[src/rtl/axi_riscv_w_sync_if.sv]
// ---------------------------------------------------------------------------
// axi_riscv_w_sync_if
// Full AXI4(+ATOP) bus bundle used on both sides of axi_riscv_w_sync.
//   Master modport : drives AW/W/AR and B/R ready (initiator side)
//   Slave  modport : drives AW/W/AR ready and B/R (target side)
// Parameters: AXI_ADDR_WIDTH, AXI_DATA_WIDTH (strobe = /8), AXI_ID_WIDTH,
//             AXI_USER_WIDTH.
// ---------------------------------------------------------------------------
interface axi_riscv_w_sync_if #(
    parameter int unsigned AXI_ADDR_WIDTH = 32,
    parameter int unsigned AXI_DATA_WIDTH = 32,
    parameter int unsigned AXI_ID_WIDTH   = 4,
    parameter int unsigned AXI_USER_WIDTH = 1
);
    localparam int unsigned STRB_WIDTH = AXI_DATA_WIDTH / 8;

    logic [AXI_ID_WIDTH-1:0]   aw_id;
    logic [AXI_ADDR_WIDTH-1:0] aw_addr;
    logic [7:0]                aw_len;
    logic [2:0]                aw_size;
    logic [1:0]                aw_burst;
    logic                      aw_lock;
    logic [3:0]                aw_cache;
    logic [2:0]                aw_prot;
    logic [3:0]                aw_qos;
    logic [3:0]                aw_region;
    logic [5:0]                aw_atop;
    logic [AXI_USER_WIDTH-1:0] aw_user;
    logic                      aw_valid;
    logic                      aw_ready;

    logic [AXI_DATA_WIDTH-1:0] w_data;
    logic [STRB_WIDTH-1:0]     w_strb;
    logic                      w_last;
    logic [AXI_USER_WIDTH-1:0] w_user;
    logic                      w_valid;
    logic                      w_ready;

    logic [AXI_ID_WIDTH-1:0]   b_id;
    logic [1:0]                b_resp;
    logic [AXI_USER_WIDTH-1:0] b_user;
    logic                      b_valid;
    logic                      b_ready;

    logic [AXI_ID_WIDTH-1:0]   ar_id;
    logic [AXI_ADDR_WIDTH-1:0] ar_addr;
    logic [7:0]                ar_len;
    logic [2:0]                ar_size;
    logic [1:0]                ar_burst;
    logic                      ar_lock;
    logic [3:0]                ar_cache;
    logic [2:0]                ar_prot;
    logic [3:0]                ar_qos;
    logic [3:0]                ar_region;
    logic [AXI_USER_WIDTH-1:0] ar_user;
    logic                      ar_valid;
    logic                      ar_ready;

    logic [AXI_ID_WIDTH-1:0]   r_id;
    logic [AXI_DATA_WIDTH-1:0] r_data;
    logic [1:0]                r_resp;
    logic                      r_last;
    logic [AXI_USER_WIDTH-1:0] r_user;
    logic                      r_valid;
    logic                      r_ready;

    modport Master (
        output aw_id, aw_addr, aw_len, aw_size, aw_burst, aw_lock, aw_cache, aw_prot,
               aw_qos, aw_region, aw_atop, aw_user, aw_valid,
        input  aw_ready,
        output w_data, w_strb, w_last, w_user, w_valid,
        input  w_ready,
        input  b_id, b_resp, b_user, b_valid,
        output b_ready,
        output ar_id, ar_addr, ar_len, ar_size, ar_burst, ar_lock, ar_cache, ar_prot,
               ar_qos, ar_region, ar_user, ar_valid,
        input  ar_ready,
        input  r_id, r_data, r_resp, r_last, r_user, r_valid,
        output r_ready
    );

    modport Slave (
        input  aw_id, aw_addr, aw_len, aw_size, aw_burst, aw_lock, aw_cache, aw_prot,
               aw_qos, aw_region, aw_atop, aw_user, aw_valid,
        output aw_ready,
        input  w_data, w_strb, w_last, w_user, w_valid,
        output w_ready,
        output b_id, b_resp, b_user, b_valid,
        input  b_ready,
        input  ar_id, ar_addr, ar_len, ar_size, ar_burst, ar_lock, ar_cache, ar_prot,
               ar_qos, ar_region, ar_user, ar_valid,
        output ar_ready,
        output r_id, r_data, r_resp, r_last, r_user, r_valid,
        input  r_ready
    );
endinterface

[src/rtl/axi_riscv_w_sync.sv]
// ---------------------------------------------------------------------------
// axi_riscv_w_sync
// Write-channel synchroniser in front of the LR/SC adapter. One AW is
// captured, its W burst is buffered, then AW is forwarded followed by the
// buffered beats, so downstream logic never sees an AW without its data.
// AR/R/B pass straight through; B carries an injected SLVERR for bursts
// too long for the buffer.
//   clk_i    : clock
//   rst_ni   : asynchronous active-low reset
//   slv_port : upstream AXI (Slave modport)
//   mst_port : downstream AXI (Master modport)
// Build option: AXI_RISCV_W_SYNC_CUT_THROUGH_EN -- when defined, bursts longer
// than W_BUF_DEPTH are forwarded cut-through instead of being rejected.
// ---------------------------------------------------------------------------
module axi_riscv_w_sync #(
    parameter int unsigned AXI_ADDR_WIDTH = 32,
    parameter int unsigned AXI_DATA_WIDTH = 32,
    parameter int unsigned AXI_ID_WIDTH   = 4,
    parameter int unsigned AXI_USER_WIDTH = 1,
    parameter int unsigned W_BUF_DEPTH    = 16
) (
    input logic                clk_i,
    input logic                rst_ni,
    axi_riscv_w_sync_if.Slave  slv_port,
    axi_riscv_w_sync_if.Master mst_port
);
    localparam int unsigned STRB_W = AXI_DATA_WIDTH / 8;
    localparam int unsigned PTR_W  = (W_BUF_DEPTH > 1) ? $clog2(W_BUF_DEPTH) : 1;
    localparam int unsigned CNT_W  = $clog2(W_BUF_DEPTH + 1);

    typedef enum logic [2:0] {IDLE, COLLECT, AW_SEND, DRAIN, DISCARD} state_e;

    typedef struct packed {
        logic [AXI_ID_WIDTH-1:0]   id;
        logic [AXI_ADDR_WIDTH-1:0] addr;
        logic [7:0]                len;
        logic [2:0]                size;
        logic [1:0]                burst;
        logic                      lock;
        logic [3:0]                cache;
        logic [2:0]                prot;
        logic [3:0]                qos;
        logic [3:0]                region;
        logic [5:0]                atop;
        logic [AXI_USER_WIDTH-1:0] user;
    } aw_t;

    typedef struct packed {
        logic [AXI_DATA_WIDTH-1:0] data;
        logic [STRB_W-1:0]         strb;
        logic [AXI_USER_WIDTH-1:0] user;
        logic                      last;
    } beat_t;

    state_e           r_state, w_state_nxt;
    aw_t              r_aw, w_aw_in;
    beat_t            r_mem [W_BUF_DEPTH];
    beat_t            w_beat_in, w_head;
    logic [PTR_W-1:0] r_wptr, r_rptr;
    logic [CNT_W-1:0] r_cnt;
    logic             r_inj_pend, r_inj_act;
    logic             w_full, w_empty, w_wr_rdy, w_push, w_pop;
    logic             w_aw_hs, w_aw_cap, w_inj_set, w_inj_drv;

    // ---------------- AR / R pass-through ----------------
    assign mst_port.ar_id     = slv_port.ar_id;
    assign mst_port.ar_addr   = slv_port.ar_addr;
    assign mst_port.ar_len    = slv_port.ar_len;
    assign mst_port.ar_size   = slv_port.ar_size;
    assign mst_port.ar_burst  = slv_port.ar_burst;
    assign mst_port.ar_lock   = slv_port.ar_lock;
    assign mst_port.ar_cache  = slv_port.ar_cache;
    assign mst_port.ar_prot   = slv_port.ar_prot;
    assign mst_port.ar_qos    = slv_port.ar_qos;
    assign mst_port.ar_region = slv_port.ar_region;
    assign mst_port.ar_user   = slv_port.ar_user;
    assign mst_port.ar_valid  = slv_port.ar_valid;
    assign slv_port.ar_ready  = mst_port.ar_ready;
    assign slv_port.r_id      = mst_port.r_id;
    assign slv_port.r_data    = mst_port.r_data;
    assign slv_port.r_resp    = mst_port.r_resp;
    assign slv_port.r_last    = mst_port.r_last;
    assign slv_port.r_user    = mst_port.r_user;
    assign slv_port.r_valid   = mst_port.r_valid;
    assign mst_port.r_ready   = slv_port.r_ready;

    // ---------------- AW capture / forward ----------------
    assign w_aw_in = '{id: slv_port.aw_id, addr: slv_port.aw_addr, len: slv_port.aw_len,
                       size: slv_port.aw_size, burst: slv_port.aw_burst, lock: slv_port.aw_lock,
                       cache: slv_port.aw_cache, prot: slv_port.aw_prot, qos: slv_port.aw_qos,
                       region: slv_port.aw_region, atop: slv_port.aw_atop, user: slv_port.aw_user};

    // A pending injected B blocks new AWs so its id (r_aw.id) stays valid.
    assign slv_port.aw_ready  = (r_state == IDLE) && !r_inj_pend;
    assign w_aw_hs            = slv_port.aw_valid && slv_port.aw_ready;
    assign mst_port.aw_valid  = (r_state == AW_SEND);
    assign mst_port.aw_id     = r_aw.id;
    assign mst_port.aw_addr   = r_aw.addr;
    assign mst_port.aw_len    = r_aw.len;
    assign mst_port.aw_size   = r_aw.size;
    assign mst_port.aw_burst  = r_aw.burst;
    assign mst_port.aw_lock   = r_aw.lock;
    assign mst_port.aw_cache  = r_aw.cache;
    assign mst_port.aw_prot   = r_aw.prot;
    assign mst_port.aw_qos    = r_aw.qos;
    assign mst_port.aw_region = r_aw.region;
    assign mst_port.aw_atop   = r_aw.atop;
    assign mst_port.aw_user   = r_aw.user;

    // ---------------- W FIFO (first-word fall-through) ----------------
    assign w_full  = (r_cnt == CNT_W'(W_BUF_DEPTH));
    assign w_empty = (r_cnt == '0);
    assign w_head  = r_mem[r_rptr];
    assign w_beat_in = '{data: slv_port.w_data, strb: slv_port.w_strb,
                         user: slv_port.w_user, last: slv_port.w_last};

`ifdef AXI_RISCV_W_SYNC_CUT_THROUGH_EN
    // Set once the beat with last=1 has entered the FIFO; stops further
    // acceptance while the tail of a cut-through burst drains.
    logic r_last_in;
    assign w_wr_rdy = !w_full && ((r_state == COLLECT) || ((r_state == DRAIN) && !r_last_in));
`else
    logic w_long;
    assign w_long   = (32'(slv_port.aw_len) + 32'd1) > W_BUF_DEPTH;
    assign w_wr_rdy = !w_full && (r_state == COLLECT);
`endif

    assign slv_port.w_ready = w_wr_rdy || (r_state == DISCARD);
    assign w_push           = slv_port.w_valid && w_wr_rdy;
    assign mst_port.w_valid = (r_state == DRAIN) && !w_empty;
    assign mst_port.w_data  = w_head.data;
    assign mst_port.w_strb  = w_head.strb;
    assign mst_port.w_user  = w_head.user;
    assign mst_port.w_last  = w_head.last;
    assign w_pop            = mst_port.w_valid && mst_port.w_ready;

    // ---------------- FSM next state ----------------
    always_comb begin
        w_state_nxt = r_state;
        w_aw_cap    = 1'b0;
        w_inj_set   = 1'b0;
        unique case (r_state)
            IDLE: begin
                if (w_aw_hs) begin
                    w_aw_cap = 1'b1;
`ifdef AXI_RISCV_W_SYNC_CUT_THROUGH_EN
                    w_state_nxt = COLLECT;
`else
                    w_state_nxt = w_long ? DISCARD : COLLECT;
`endif
                end
            end
            COLLECT: begin
                if (w_push && slv_port.w_last) w_state_nxt = AW_SEND;
`ifdef AXI_RISCV_W_SYNC_CUT_THROUGH_EN
                else if (w_full)               w_state_nxt = AW_SEND;
`endif
            end
            AW_SEND: if (mst_port.aw_ready) w_state_nxt = DRAIN;
            DRAIN:   if (w_pop && w_head.last) w_state_nxt = IDLE;
            DISCARD: begin
                if (slv_port.w_valid && slv_port.w_last) begin
                    w_inj_set   = 1'b1;
                    w_state_nxt = IDLE;
                end
            end
            default: w_state_nxt = IDLE;
        endcase
    end

    // ---------------- B channel with SLVERR injection ----------------
    // Injection waits for an in-flight downstream B to finish; once it has
    // been presented it is held (r_inj_act) until accepted upstream.
    assign w_inj_drv        = r_inj_pend && (r_inj_act || !mst_port.b_valid);
    assign slv_port.b_valid = w_inj_drv ? 1'b1   : mst_port.b_valid;
    assign slv_port.b_id    = w_inj_drv ? r_aw.id : mst_port.b_id;
    assign slv_port.b_resp  = w_inj_drv ? 2'b10  : mst_port.b_resp;
    assign slv_port.b_user  = w_inj_drv ? '0     : mst_port.b_user;
    assign mst_port.b_ready = w_inj_drv ? 1'b0   : slv_port.b_ready;

    // ---------------- state ----------------
    always_ff @(posedge clk_i or negedge rst_ni) begin
        if (!rst_ni) begin
            r_state    <= IDLE;
            r_aw       <= '0;
            r_wptr     <= '0;
            r_rptr     <= '0;
            r_cnt      <= '0;
            r_inj_pend <= 1'b0;
            r_inj_act  <= 1'b0;
`ifdef AXI_RISCV_W_SYNC_CUT_THROUGH_EN
            r_last_in  <= 1'b0;
`endif
        end else begin
            r_state <= w_state_nxt;
            if (w_aw_cap) r_aw <= w_aw_in;
            if (w_push) r_wptr <= (r_wptr == PTR_W'(W_BUF_DEPTH - 1)) ? '0 : r_wptr + 1'b1;
            if (w_pop)  r_rptr <= (r_rptr == PTR_W'(W_BUF_DEPTH - 1)) ? '0 : r_rptr + 1'b1;
            case ({w_push, w_pop})
                2'b10:   r_cnt <= r_cnt + 1'b1;
                2'b01:   r_cnt <= r_cnt - 1'b1;
                default: ;
            endcase
            if (w_inj_set)                              r_inj_pend <= 1'b1;
            else if (w_inj_drv && slv_port.b_ready)     r_inj_pend <= 1'b0;
            r_inj_act <= w_inj_drv && !slv_port.b_ready;
`ifdef AXI_RISCV_W_SYNC_CUT_THROUGH_EN
            if (w_aw_cap)                        r_last_in <= 1'b0;
            else if (w_push && slv_port.w_last)  r_last_in <= 1'b1;
`endif
        end
    end

    // Storage needs no reset: occupancy is tracked by r_cnt.
    always_ff @(posedge clk_i) begin
        if (w_push) r_mem[r_wptr] <= w_beat_in;
    end
endmodule

[src/flat_wrapper.sv]
// flat-port wrapper written by rule: the top's interface ports become plain ports
module axi_riscv_w_sync_flat 
#(
    parameter int unsigned AXI_ADDR_WIDTH = 32,
    parameter int unsigned AXI_DATA_WIDTH = 32,
    parameter int unsigned AXI_ID_WIDTH   = 4,
    parameter int unsigned AXI_USER_WIDTH = 1,
    parameter int unsigned W_BUF_DEPTH    = 16
)
  (clk_i, rst_ni, slv_port_aw_id, slv_port_aw_addr, slv_port_aw_len, slv_port_aw_size, slv_port_aw_burst, slv_port_aw_lock, slv_port_aw_cache, slv_port_aw_prot, slv_port_aw_qos, slv_port_aw_region, slv_port_aw_atop, slv_port_aw_user, slv_port_aw_valid, slv_port_aw_ready, slv_port_w_data, slv_port_w_strb, slv_port_w_last, slv_port_w_user, slv_port_w_valid, slv_port_w_ready, slv_port_b_id, slv_port_b_resp, slv_port_b_user, slv_port_b_valid, slv_port_b_ready, slv_port_ar_id, slv_port_ar_addr, slv_port_ar_len, slv_port_ar_size, slv_port_ar_burst, slv_port_ar_lock, slv_port_ar_cache, slv_port_ar_prot, slv_port_ar_qos, slv_port_ar_region, slv_port_ar_user, slv_port_ar_valid, slv_port_ar_ready, slv_port_r_id, slv_port_r_data, slv_port_r_resp, slv_port_r_last, slv_port_r_user, slv_port_r_valid, slv_port_r_ready, mst_port_aw_id, mst_port_aw_addr, mst_port_aw_len, mst_port_aw_size, mst_port_aw_burst, mst_port_aw_lock, mst_port_aw_cache, mst_port_aw_prot, mst_port_aw_qos, mst_port_aw_region, mst_port_aw_atop, mst_port_aw_user, mst_port_aw_valid, mst_port_aw_ready, mst_port_w_data, mst_port_w_strb, mst_port_w_last, mst_port_w_user, mst_port_w_valid, mst_port_w_ready, mst_port_b_id, mst_port_b_resp, mst_port_b_user, mst_port_b_valid, mst_port_b_ready, mst_port_ar_id, mst_port_ar_addr, mst_port_ar_len, mst_port_ar_size, mst_port_ar_burst, mst_port_ar_lock, mst_port_ar_cache, mst_port_ar_prot, mst_port_ar_qos, mst_port_ar_region, mst_port_ar_user, mst_port_ar_valid, mst_port_ar_ready, mst_port_r_id, mst_port_r_data, mst_port_r_resp, mst_port_r_last, mst_port_r_user, mst_port_r_valid, mst_port_r_ready);
  axi_riscv_w_sync_if #(.AXI_ADDR_WIDTH(AXI_ADDR_WIDTH), .AXI_DATA_WIDTH(AXI_DATA_WIDTH), .AXI_ID_WIDTH(AXI_ID_WIDTH), .AXI_USER_WIDTH(AXI_USER_WIDTH)) slv_port_i ();
  axi_riscv_w_sync_if #(.AXI_ADDR_WIDTH(AXI_ADDR_WIDTH), .AXI_DATA_WIDTH(AXI_DATA_WIDTH), .AXI_ID_WIDTH(AXI_ID_WIDTH), .AXI_USER_WIDTH(AXI_USER_WIDTH)) mst_port_i ();
  input logic clk_i;
  input logic rst_ni;
  input wire logic [$bits(slv_port_i.aw_id)-1:0] slv_port_aw_id;
  input wire logic [$bits(slv_port_i.aw_addr)-1:0] slv_port_aw_addr;
  input wire logic [$bits(slv_port_i.aw_len)-1:0] slv_port_aw_len;
  input wire logic [$bits(slv_port_i.aw_size)-1:0] slv_port_aw_size;
  input wire logic [$bits(slv_port_i.aw_burst)-1:0] slv_port_aw_burst;
  input wire logic [$bits(slv_port_i.aw_lock)-1:0] slv_port_aw_lock;
  input wire logic [$bits(slv_port_i.aw_cache)-1:0] slv_port_aw_cache;
  input wire logic [$bits(slv_port_i.aw_prot)-1:0] slv_port_aw_prot;
  input wire logic [$bits(slv_port_i.aw_qos)-1:0] slv_port_aw_qos;
  input wire logic [$bits(slv_port_i.aw_region)-1:0] slv_port_aw_region;
  input wire logic [$bits(slv_port_i.aw_atop)-1:0] slv_port_aw_atop;
  input wire logic [$bits(slv_port_i.aw_user)-1:0] slv_port_aw_user;
  input wire logic [$bits(slv_port_i.aw_valid)-1:0] slv_port_aw_valid;
  output wire logic [$bits(slv_port_i.aw_ready)-1:0] slv_port_aw_ready;
  input wire logic [$bits(slv_port_i.w_data)-1:0] slv_port_w_data;
  input wire logic [$bits(slv_port_i.w_strb)-1:0] slv_port_w_strb;
  input wire logic [$bits(slv_port_i.w_last)-1:0] slv_port_w_last;
  input wire logic [$bits(slv_port_i.w_user)-1:0] slv_port_w_user;
  input wire logic [$bits(slv_port_i.w_valid)-1:0] slv_port_w_valid;
  output wire logic [$bits(slv_port_i.w_ready)-1:0] slv_port_w_ready;
  output wire logic [$bits(slv_port_i.b_id)-1:0] slv_port_b_id;
  output wire logic [$bits(slv_port_i.b_resp)-1:0] slv_port_b_resp;
  output wire logic [$bits(slv_port_i.b_user)-1:0] slv_port_b_user;
  output wire logic [$bits(slv_port_i.b_valid)-1:0] slv_port_b_valid;
  input wire logic [$bits(slv_port_i.b_ready)-1:0] slv_port_b_ready;
  input wire logic [$bits(slv_port_i.ar_id)-1:0] slv_port_ar_id;
  input wire logic [$bits(slv_port_i.ar_addr)-1:0] slv_port_ar_addr;
  input wire logic [$bits(slv_port_i.ar_len)-1:0] slv_port_ar_len;
  input wire logic [$bits(slv_port_i.ar_size)-1:0] slv_port_ar_size;
  input wire logic [$bits(slv_port_i.ar_burst)-1:0] slv_port_ar_burst;
  input wire logic [$bits(slv_port_i.ar_lock)-1:0] slv_port_ar_lock;
  input wire logic [$bits(slv_port_i.ar_cache)-1:0] slv_port_ar_cache;
  input wire logic [$bits(slv_port_i.ar_prot)-1:0] slv_port_ar_prot;
  input wire logic [$bits(slv_port_i.ar_qos)-1:0] slv_port_ar_qos;
  input wire logic [$bits(slv_port_i.ar_region)-1:0] slv_port_ar_region;
  input wire logic [$bits(slv_port_i.ar_user)-1:0] slv_port_ar_user;
  input wire logic [$bits(slv_port_i.ar_valid)-1:0] slv_port_ar_valid;
  output wire logic [$bits(slv_port_i.ar_ready)-1:0] slv_port_ar_ready;
  output wire logic [$bits(slv_port_i.r_id)-1:0] slv_port_r_id;
  output wire logic [$bits(slv_port_i.r_data)-1:0] slv_port_r_data;
  output wire logic [$bits(slv_port_i.r_resp)-1:0] slv_port_r_resp;
  output wire logic [$bits(slv_port_i.r_last)-1:0] slv_port_r_last;
  output wire logic [$bits(slv_port_i.r_user)-1:0] slv_port_r_user;
  output wire logic [$bits(slv_port_i.r_valid)-1:0] slv_port_r_valid;
  input wire logic [$bits(slv_port_i.r_ready)-1:0] slv_port_r_ready;
  output wire logic [$bits(mst_port_i.aw_id)-1:0] mst_port_aw_id;
  output wire logic [$bits(mst_port_i.aw_addr)-1:0] mst_port_aw_addr;
  output wire logic [$bits(mst_port_i.aw_len)-1:0] mst_port_aw_len;
  output wire logic [$bits(mst_port_i.aw_size)-1:0] mst_port_aw_size;
  output wire logic [$bits(mst_port_i.aw_burst)-1:0] mst_port_aw_burst;
  output wire logic [$bits(mst_port_i.aw_lock)-1:0] mst_port_aw_lock;
  output wire logic [$bits(mst_port_i.aw_cache)-1:0] mst_port_aw_cache;
  output wire logic [$bits(mst_port_i.aw_prot)-1:0] mst_port_aw_prot;
  output wire logic [$bits(mst_port_i.aw_qos)-1:0] mst_port_aw_qos;
  output wire logic [$bits(mst_port_i.aw_region)-1:0] mst_port_aw_region;
  output wire logic [$bits(mst_port_i.aw_atop)-1:0] mst_port_aw_atop;
  output wire logic [$bits(mst_port_i.aw_user)-1:0] mst_port_aw_user;
  output wire logic [$bits(mst_port_i.aw_valid)-1:0] mst_port_aw_valid;
  input wire logic [$bits(mst_port_i.aw_ready)-1:0] mst_port_aw_ready;
  output wire logic [$bits(mst_port_i.w_data)-1:0] mst_port_w_data;
  output wire logic [$bits(mst_port_i.w_strb)-1:0] mst_port_w_strb;
  output wire logic [$bits(mst_port_i.w_last)-1:0] mst_port_w_last;
  output wire logic [$bits(mst_port_i.w_user)-1:0] mst_port_w_user;
  output wire logic [$bits(mst_port_i.w_valid)-1:0] mst_port_w_valid;
  input wire logic [$bits(mst_port_i.w_ready)-1:0] mst_port_w_ready;
  input wire logic [$bits(mst_port_i.b_id)-1:0] mst_port_b_id;
  input wire logic [$bits(mst_port_i.b_resp)-1:0] mst_port_b_resp;
  input wire logic [$bits(mst_port_i.b_user)-1:0] mst_port_b_user;
  input wire logic [$bits(mst_port_i.b_valid)-1:0] mst_port_b_valid;
  output wire logic [$bits(mst_port_i.b_ready)-1:0] mst_port_b_ready;
  output wire logic [$bits(mst_port_i.ar_id)-1:0] mst_port_ar_id;
  output wire logic [$bits(mst_port_i.ar_addr)-1:0] mst_port_ar_addr;
  output wire logic [$bits(mst_port_i.ar_len)-1:0] mst_port_ar_len;
  output wire logic [$bits(mst_port_i.ar_size)-1:0] mst_port_ar_size;
  output wire logic [$bits(mst_port_i.ar_burst)-1:0] mst_port_ar_burst;
  output wire logic [$bits(mst_port_i.ar_lock)-1:0] mst_port_ar_lock;
  output wire logic [$bits(mst_port_i.ar_cache)-1:0] mst_port_ar_cache;
  output wire logic [$bits(mst_port_i.ar_prot)-1:0] mst_port_ar_prot;
  output wire logic [$bits(mst_port_i.ar_qos)-1:0] mst_port_ar_qos;
  output wire logic [$bits(mst_port_i.ar_region)-1:0] mst_port_ar_region;
  output wire logic [$bits(mst_port_i.ar_user)-1:0] mst_port_ar_user;
  output wire logic [$bits(mst_port_i.ar_valid)-1:0] mst_port_ar_valid;
  input wire logic [$bits(mst_port_i.ar_ready)-1:0] mst_port_ar_ready;
  input wire logic [$bits(mst_port_i.r_id)-1:0] mst_port_r_id;
  input wire logic [$bits(mst_port_i.r_data)-1:0] mst_port_r_data;
  input wire logic [$bits(mst_port_i.r_resp)-1:0] mst_port_r_resp;
  input wire logic [$bits(mst_port_i.r_last)-1:0] mst_port_r_last;
  input wire logic [$bits(mst_port_i.r_user)-1:0] mst_port_r_user;
  input wire logic [$bits(mst_port_i.r_valid)-1:0] mst_port_r_valid;
  output wire logic [$bits(mst_port_i.r_ready)-1:0] mst_port_r_ready;
  assign slv_port_i.aw_id = slv_port_aw_id;
  assign slv_port_i.aw_addr = slv_port_aw_addr;
  assign slv_port_i.aw_len = slv_port_aw_len;
  assign slv_port_i.aw_size = slv_port_aw_size;
  assign slv_port_i.aw_burst = slv_port_aw_burst;
  assign slv_port_i.aw_lock = slv_port_aw_lock;
  assign slv_port_i.aw_cache = slv_port_aw_cache;
  assign slv_port_i.aw_prot = slv_port_aw_prot;
  assign slv_port_i.aw_qos = slv_port_aw_qos;
  assign slv_port_i.aw_region = slv_port_aw_region;
  assign slv_port_i.aw_atop = slv_port_aw_atop;
  assign slv_port_i.aw_user = slv_port_aw_user;
  assign slv_port_i.aw_valid = slv_port_aw_valid;
  assign slv_port_aw_ready = slv_port_i.aw_ready;
  assign slv_port_i.w_data = slv_port_w_data;
  assign slv_port_i.w_strb = slv_port_w_strb;
  assign slv_port_i.w_last = slv_port_w_last;
  assign slv_port_i.w_user = slv_port_w_user;
  assign slv_port_i.w_valid = slv_port_w_valid;
  assign slv_port_w_ready = slv_port_i.w_ready;
  assign slv_port_b_id = slv_port_i.b_id;
  assign slv_port_b_resp = slv_port_i.b_resp;
  assign slv_port_b_user = slv_port_i.b_user;
  assign slv_port_b_valid = slv_port_i.b_valid;
  assign slv_port_i.b_ready = slv_port_b_ready;
  assign slv_port_i.ar_id = slv_port_ar_id;
  assign slv_port_i.ar_addr = slv_port_ar_addr;
  assign slv_port_i.ar_len = slv_port_ar_len;
  assign slv_port_i.ar_size = slv_port_ar_size;
  assign slv_port_i.ar_burst = slv_port_ar_burst;
  assign slv_port_i.ar_lock = slv_port_ar_lock;
  assign slv_port_i.ar_cache = slv_port_ar_cache;
  assign slv_port_i.ar_prot = slv_port_ar_prot;
  assign slv_port_i.ar_qos = slv_port_ar_qos;
  assign slv_port_i.ar_region = slv_port_ar_region;
  assign slv_port_i.ar_user = slv_port_ar_user;
  assign slv_port_i.ar_valid = slv_port_ar_valid;
  assign slv_port_ar_ready = slv_port_i.ar_ready;
  assign slv_port_r_id = slv_port_i.r_id;
  assign slv_port_r_data = slv_port_i.r_data;
  assign slv_port_r_resp = slv_port_i.r_resp;
  assign slv_port_r_last = slv_port_i.r_last;
  assign slv_port_r_user = slv_port_i.r_user;
  assign slv_port_r_valid = slv_port_i.r_valid;
  assign slv_port_i.r_ready = slv_port_r_ready;
  assign mst_port_aw_id = mst_port_i.aw_id;
  assign mst_port_aw_addr = mst_port_i.aw_addr;
  assign mst_port_aw_len = mst_port_i.aw_len;
  assign mst_port_aw_size = mst_port_i.aw_size;
  assign mst_port_aw_burst = mst_port_i.aw_burst;
  assign mst_port_aw_lock = mst_port_i.aw_lock;
  assign mst_port_aw_cache = mst_port_i.aw_cache;
  assign mst_port_aw_prot = mst_port_i.aw_prot;
  assign mst_port_aw_qos = mst_port_i.aw_qos;
  assign mst_port_aw_region = mst_port_i.aw_region;
  assign mst_port_aw_atop = mst_port_i.aw_atop;
  assign mst_port_aw_user = mst_port_i.aw_user;
  assign mst_port_aw_valid = mst_port_i.aw_valid;
  assign mst_port_i.aw_ready = mst_port_aw_ready;
  assign mst_port_w_data = mst_port_i.w_data;
  assign mst_port_w_strb = mst_port_i.w_strb;
  assign mst_port_w_last = mst_port_i.w_last;
  assign mst_port_w_user = mst_port_i.w_user;
  assign mst_port_w_valid = mst_port_i.w_valid;
  assign mst_port_i.w_ready = mst_port_w_ready;
  assign mst_port_i.b_id = mst_port_b_id;
  assign mst_port_i.b_resp = mst_port_b_resp;
  assign mst_port_i.b_user = mst_port_b_user;
  assign mst_port_i.b_valid = mst_port_b_valid;
  assign mst_port_b_ready = mst_port_i.b_ready;
  assign mst_port_ar_id = mst_port_i.ar_id;
  assign mst_port_ar_addr = mst_port_i.ar_addr;
  assign mst_port_ar_len = mst_port_i.ar_len;
  assign mst_port_ar_size = mst_port_i.ar_size;
  assign mst_port_ar_burst = mst_port_i.ar_burst;
  assign mst_port_ar_lock = mst_port_i.ar_lock;
  assign mst_port_ar_cache = mst_port_i.ar_cache;
  assign mst_port_ar_prot = mst_port_i.ar_prot;
  assign mst_port_ar_qos = mst_port_i.ar_qos;
  assign mst_port_ar_region = mst_port_i.ar_region;
  assign mst_port_ar_user = mst_port_i.ar_user;
  assign mst_port_ar_valid = mst_port_i.ar_valid;
  assign mst_port_i.ar_ready = mst_port_ar_ready;
  assign mst_port_i.r_id = mst_port_r_id;
  assign mst_port_i.r_data = mst_port_r_data;
  assign mst_port_i.r_resp = mst_port_r_resp;
  assign mst_port_i.r_last = mst_port_r_last;
  assign mst_port_i.r_user = mst_port_r_user;
  assign mst_port_i.r_valid = mst_port_r_valid;
  assign mst_port_r_ready = mst_port_i.r_ready;
  axi_riscv_w_sync #(.AXI_ADDR_WIDTH(AXI_ADDR_WIDTH), .AXI_DATA_WIDTH(AXI_DATA_WIDTH), .AXI_ID_WIDTH(AXI_ID_WIDTH), .AXI_USER_WIDTH(AXI_USER_WIDTH), .W_BUF_DEPTH(W_BUF_DEPTH)) u_core (.clk_i(clk_i), .rst_ni(rst_ni), .slv_port(slv_port_i), .mst_port(mst_port_i));
endmodule
[config.mk]
export PLATFORM = sky130hd
export DESIGN_NAME = axi_riscv_w_sync_flat
export DESIGN_NICKNAME = d
export VERILOG_FILES = /design/src/rtl/axi_riscv_w_sync_if.sv /design/src/rtl/axi_riscv_w_sync.sv /design/src/flat_wrapper.sv
export SDC_FILE = /design/constraint.sdc
export NUM_CORES = 1
export LEC_CHECK = 0
export CORE_UTILIZATION = 53
export CTS_CLUSTER_DIAMETER = 30
export DETAILED_ROUTE_END_ITERATION = 12
export PLACE_DENSITY = 0.83
export SLEW_MARGIN = 30
export SYNTH_ARGS = -nofsm -noshare
export SYNTH_HDL_FRONTEND = slang
export SYNTH_SLANG_ARGS = --single-unit
[constraint.sdc]
create_clock -name clk_i -period 5.62 [get_ports clk_i]
set_input_delay 1.405 -clock clk_i [delete_from_list [all_inputs] [get_ports clk_i]]
set_output_delay 1.405 -clock clk_i [all_outputs]
set_load 0.01 [all_outputs]
==> metrics.md <==
| Metric | Value |
|---|---|
| Cell taking the most area after synthesis | `edfxtp_1` |
| Top_reg_cell synth | `edfxtp_1` |
| Initial core utilization | `0.541` |
| CTS Hold Bufs | `0` |
| Bufs on Longest Clock Path | `3` |
| Clk_lat worst skew | `around 0.69 ns` |
| Synth Warn # | `0` |
| # nets final | `approximately 2000` |
| Share of cells above drive strength 1 | `0.195` |
| Final setup viols | `0` |
| Synth Net Count | `between 1500 and 2000` |
| Via-per-instance ratio | `approximately 6.0` |
| Initial antenna violation count | `4` |
| Sequential-to-total area share from yosys stat | `0.731` |
| Fmax | `between 150 and 200 MHz` |
| TritonCTS clock tree | `built` |
| RSZ-0062 raised after global routing | `false` |
| Resized Gates After CTS | `0` |
| Synth Area in Simple Gates | `0.0172` |
| Crit Path Category | `reg2out` |
| DRC Markers | `0` |
| Synth area leaders | `edfxtp_1, dfrtp_1, mux4_2, mux2_1, mux2i_1` |
| Setup repair bufs after CTS | `0` |
| Vias in the first global route | `between 15000 and 20000` |
| Synth Area in Compound Gates | `0.0507` |
| Synth cell count leaders | `edfxtp_1, buf_4, mux2i_1` |
| Final HPWL DP | `41200 um` |
| Routed Antenna Nets | `0` |
| Most frequent cell after synthesis | `edfxtp_1` |
| Worst vdd ir | `around 0.28 mV` |
| Synth Area in Adders | `0.00473` |
| Mean area per synthesized cell | `between 15 and 20 um^2` |
| P_leak | `11.8 nW` |
| All-Layer GR Usage | `0.263` |
| HP Class | `reg2reg` |
| Largest net degree at the start of global routing | `91` |
| P&R area growth vs syn | `23.7%` |
| Root Buffer | `clkbuf_16` |
| First-pass GRT wire length | `around 100000 um` |
| Clk sinks | `roughly 700` |
| Fin. Hold Viols | `0` |
| Largest family of logic cells by synthesized area | `multiplexers` |
| Die area | `between 0.05 and 0.06 mm^2` |
| Gr ovfl total | `0` |
| PD cells | `around 370 mW/mm^2` |
| I/O Buffers | `~250` |
| Critical Path RT | `~4.2 ns` |
| FF+latch count, synth | `around 700` |
| Final critical-path share of the clock period | `0.905` |
| Die Y-Extent | `about 230 um` |
| TritonRoute pass-1 iters | `5` |
| Relative slew slack | `0.324` |
| Final wirelength | `approximately 70000 um` |
| R2r setup slk | `between 2 and 2.5 ns` |
| Num CTS Buffers | `between 100 and 150` |
| Post-Route Utilization | `0.670` |
| Post-synthesis mux area share | `0.148` |
| Clock transition at the registers of the reported paths | `about 0.040 ns` |
| Critical path launch point type | `flop` |
| Yosys cell types | `47` |
| MaxCap Viol Count | `0` |
| IO Pins | `468` |
| Synthesized area | `~0.028 mm^2` |
| Post-synth top area share | `0.651` |
| Tmin final | `approximately 5 ns` |
| Slew Viols, Final | `0` |
| Run status | `complete, no violations` |
| Final clock skew | `approximately 0.056 ns` |
| Routed length per instance | `approximately 28 um` |
| FP Rows | `83` |
| Post-synth ARST share | `0.129` |
| Chip Width | `approximately 230 um` |
| Synth Area in XOR/XNOR | `0.00219` |
| Htree depth | `3` |
| Crit end category | `output port` |
| Cells after Synth | `between 1500 and 2000` |
| Via count | `roughly 15000` |
| Setup TNS | `0 ns` |
| Critical Path AT | `around 3.7 ns` |
| EDFF count, synth | `around 610` |
| Slew @ Worst Pin | `roughly 1.0 ns` |
| Max Fanout on Critical Path | `between 50 and 60` |
| RePlAce Congestion | `about 0.88` |
| Iter 0 DRT Violations | `~1200` |
| Filler cells | `3218` |
| Core Area | `between 0.05 and 0.06 mm^2` |
[cells by family (layout without fill, tap and decap cells)]
| group | Yosys count | after routing |
|---|---|---|
| compound gates | 216 | 216 |
| xor+xnor | 7 | 7 |
| fa+ha+maj | 10 | 10 |
| buf+inv | 200 | 515 |
| flops | 698 | 698 |
| mux | 303 | 303 |
| other cells | 0 | 4 |
| simple gates | 106 | 106 |
[stage by stage]
stage               instance area (um^2)  hold WS, ns  setup WS [ns]  power (mW)  instances
floorplan                          28100        0.479          0.682        5.83       1540
global placement                   30600        0.474           1.14        5.90       2320
detailed placement                 30700        0.480           1.08        5.91       2322
CTS                                34700        0.491          0.509        13.0       2535
global route                       34700        0.501          0.408        13.2       2539
finish                             34700        0.486          0.537        12.9       2539
[final cells by class]
class                           instances  area, um^2  share of cell area
Timing Repair Buffer                  290        2920              0.0843
Sequential cell                       698       20500               0.591
Tap cell                              680         851              0.0245
Clock inverter                         82        1010              0.0292
Multi-Input combinational cell        642        6370               0.183
Inverter                               12        45.0             0.00130
Antenna cell                            4        10.0            0.000288
Clock buffer                          131        2970              0.0856
[report_power, final]
part           leakage [nW]  internal (mW)  total (mW)  switching (mW)
clock                  1.89           4.52        7.07            2.55
combinational          3.23         0.0839       0.172          0.0877
sequential             6.69           5.64        5.64   0.00000000898
total                  11.8           10.2        12.9            2.64
[cells in the final DEF (no fill, tap or decap), types with 3 or more instances in the layout]
cell	netlist	routed
nor2_4	0	12
a221oi_2	10	10
buf_4	119	34
inv_1	10	10
a22oi_1	38	38
clkinv_4	0	11
dfrtp_1	90	86
clkinv_16	0	4
and2_1	4	3
a21o_1	3	3
nand2b_1	5	5
buf_12	0	7
mux2_1	106	106
and3_1	3	3
ha_1	9	9
a21oi_1	46	46
nor2_1	15	3
clkdlybuf4s50_1	0	246
inv_6	0	3
nor3_2	0	4
clkinv_2	0	19
o21ai_0	44	44
xor2_1	3	3
clkinv_1	0	6
nand2_1	59	59
mux4_2	78	78
xnor2_1	4	4
clkbuf_1	23	14
a221oi_1	27	27
inv_8	0	4
edfxtp_1	608	608
clkinvlp_4	0	19
nand3_1	4	4
bufinv_16	0	15
o21ai_1	37	37
clkbuf_16	0	116
mux2i_1	112	112
diode_2	0	4
mux2_2	7	7
[metal layers]
layer  routed length [um]  vias to the layer above  GRT usage
met3                 6070                      208     0.0637
met1                25400                     7788      0.314
met5                    0                        -    0.00551
met2                35800                      805      0.438
met4                 3030                        0      0.145
li1                     -                     6432          -
[state kept, by name (all words and copies together) (netlist names), 4 cells and up]
register / count
u_core.r_cnt: 5
u_core.mst_port.aw_addr: 32
u_core.mst_port.aw_len: 8
u_core.mst_port.aw_atop: 6
u_core.r_rptr: 4
u_core.mst_port.aw_id: 4
u_core.r_wptr: 4
u_core.r_mem: 608
u_core.mst_port.aw_qos: 4
u_core.mst_port.aw_cache: 4
u_core.mst_port.aw_region: 4
[path summary, 6_finish.rpt]
check,start,cells after the start,endpoint
setup / recovery,u_core.r_rptr[1],6,mst_port_w_data[1]
hold / removal,u_core.mst_port.aw_prot[2],1,u_core.mst_port.aw_prot[2]
setup reg to reg,u_core.r_cnt[1],12,u_core.r_cnt[4]
hold reg to reg,u_core.mst_port.aw_prot[2],1,u_core.mst_port.aw_prot[2]
max in group asynchronous,rst_ni,1,u_core.r_rptr[1]
min in group asynchronous,rst_ni,1,u_core.mst_port.aw_addr[28]
[critical path, cell delays in order (launching register included)]
cell,delay [ns]
dfrtp_4,0.99
and2_2,0.70
buf_4,0.36
a221oi_1,0.14
a22oi_1,0.23
nand2_1,0.11
clkdlybuf4s50_1,0.49
Note: power is estimated with default switching activity, not from simulation.
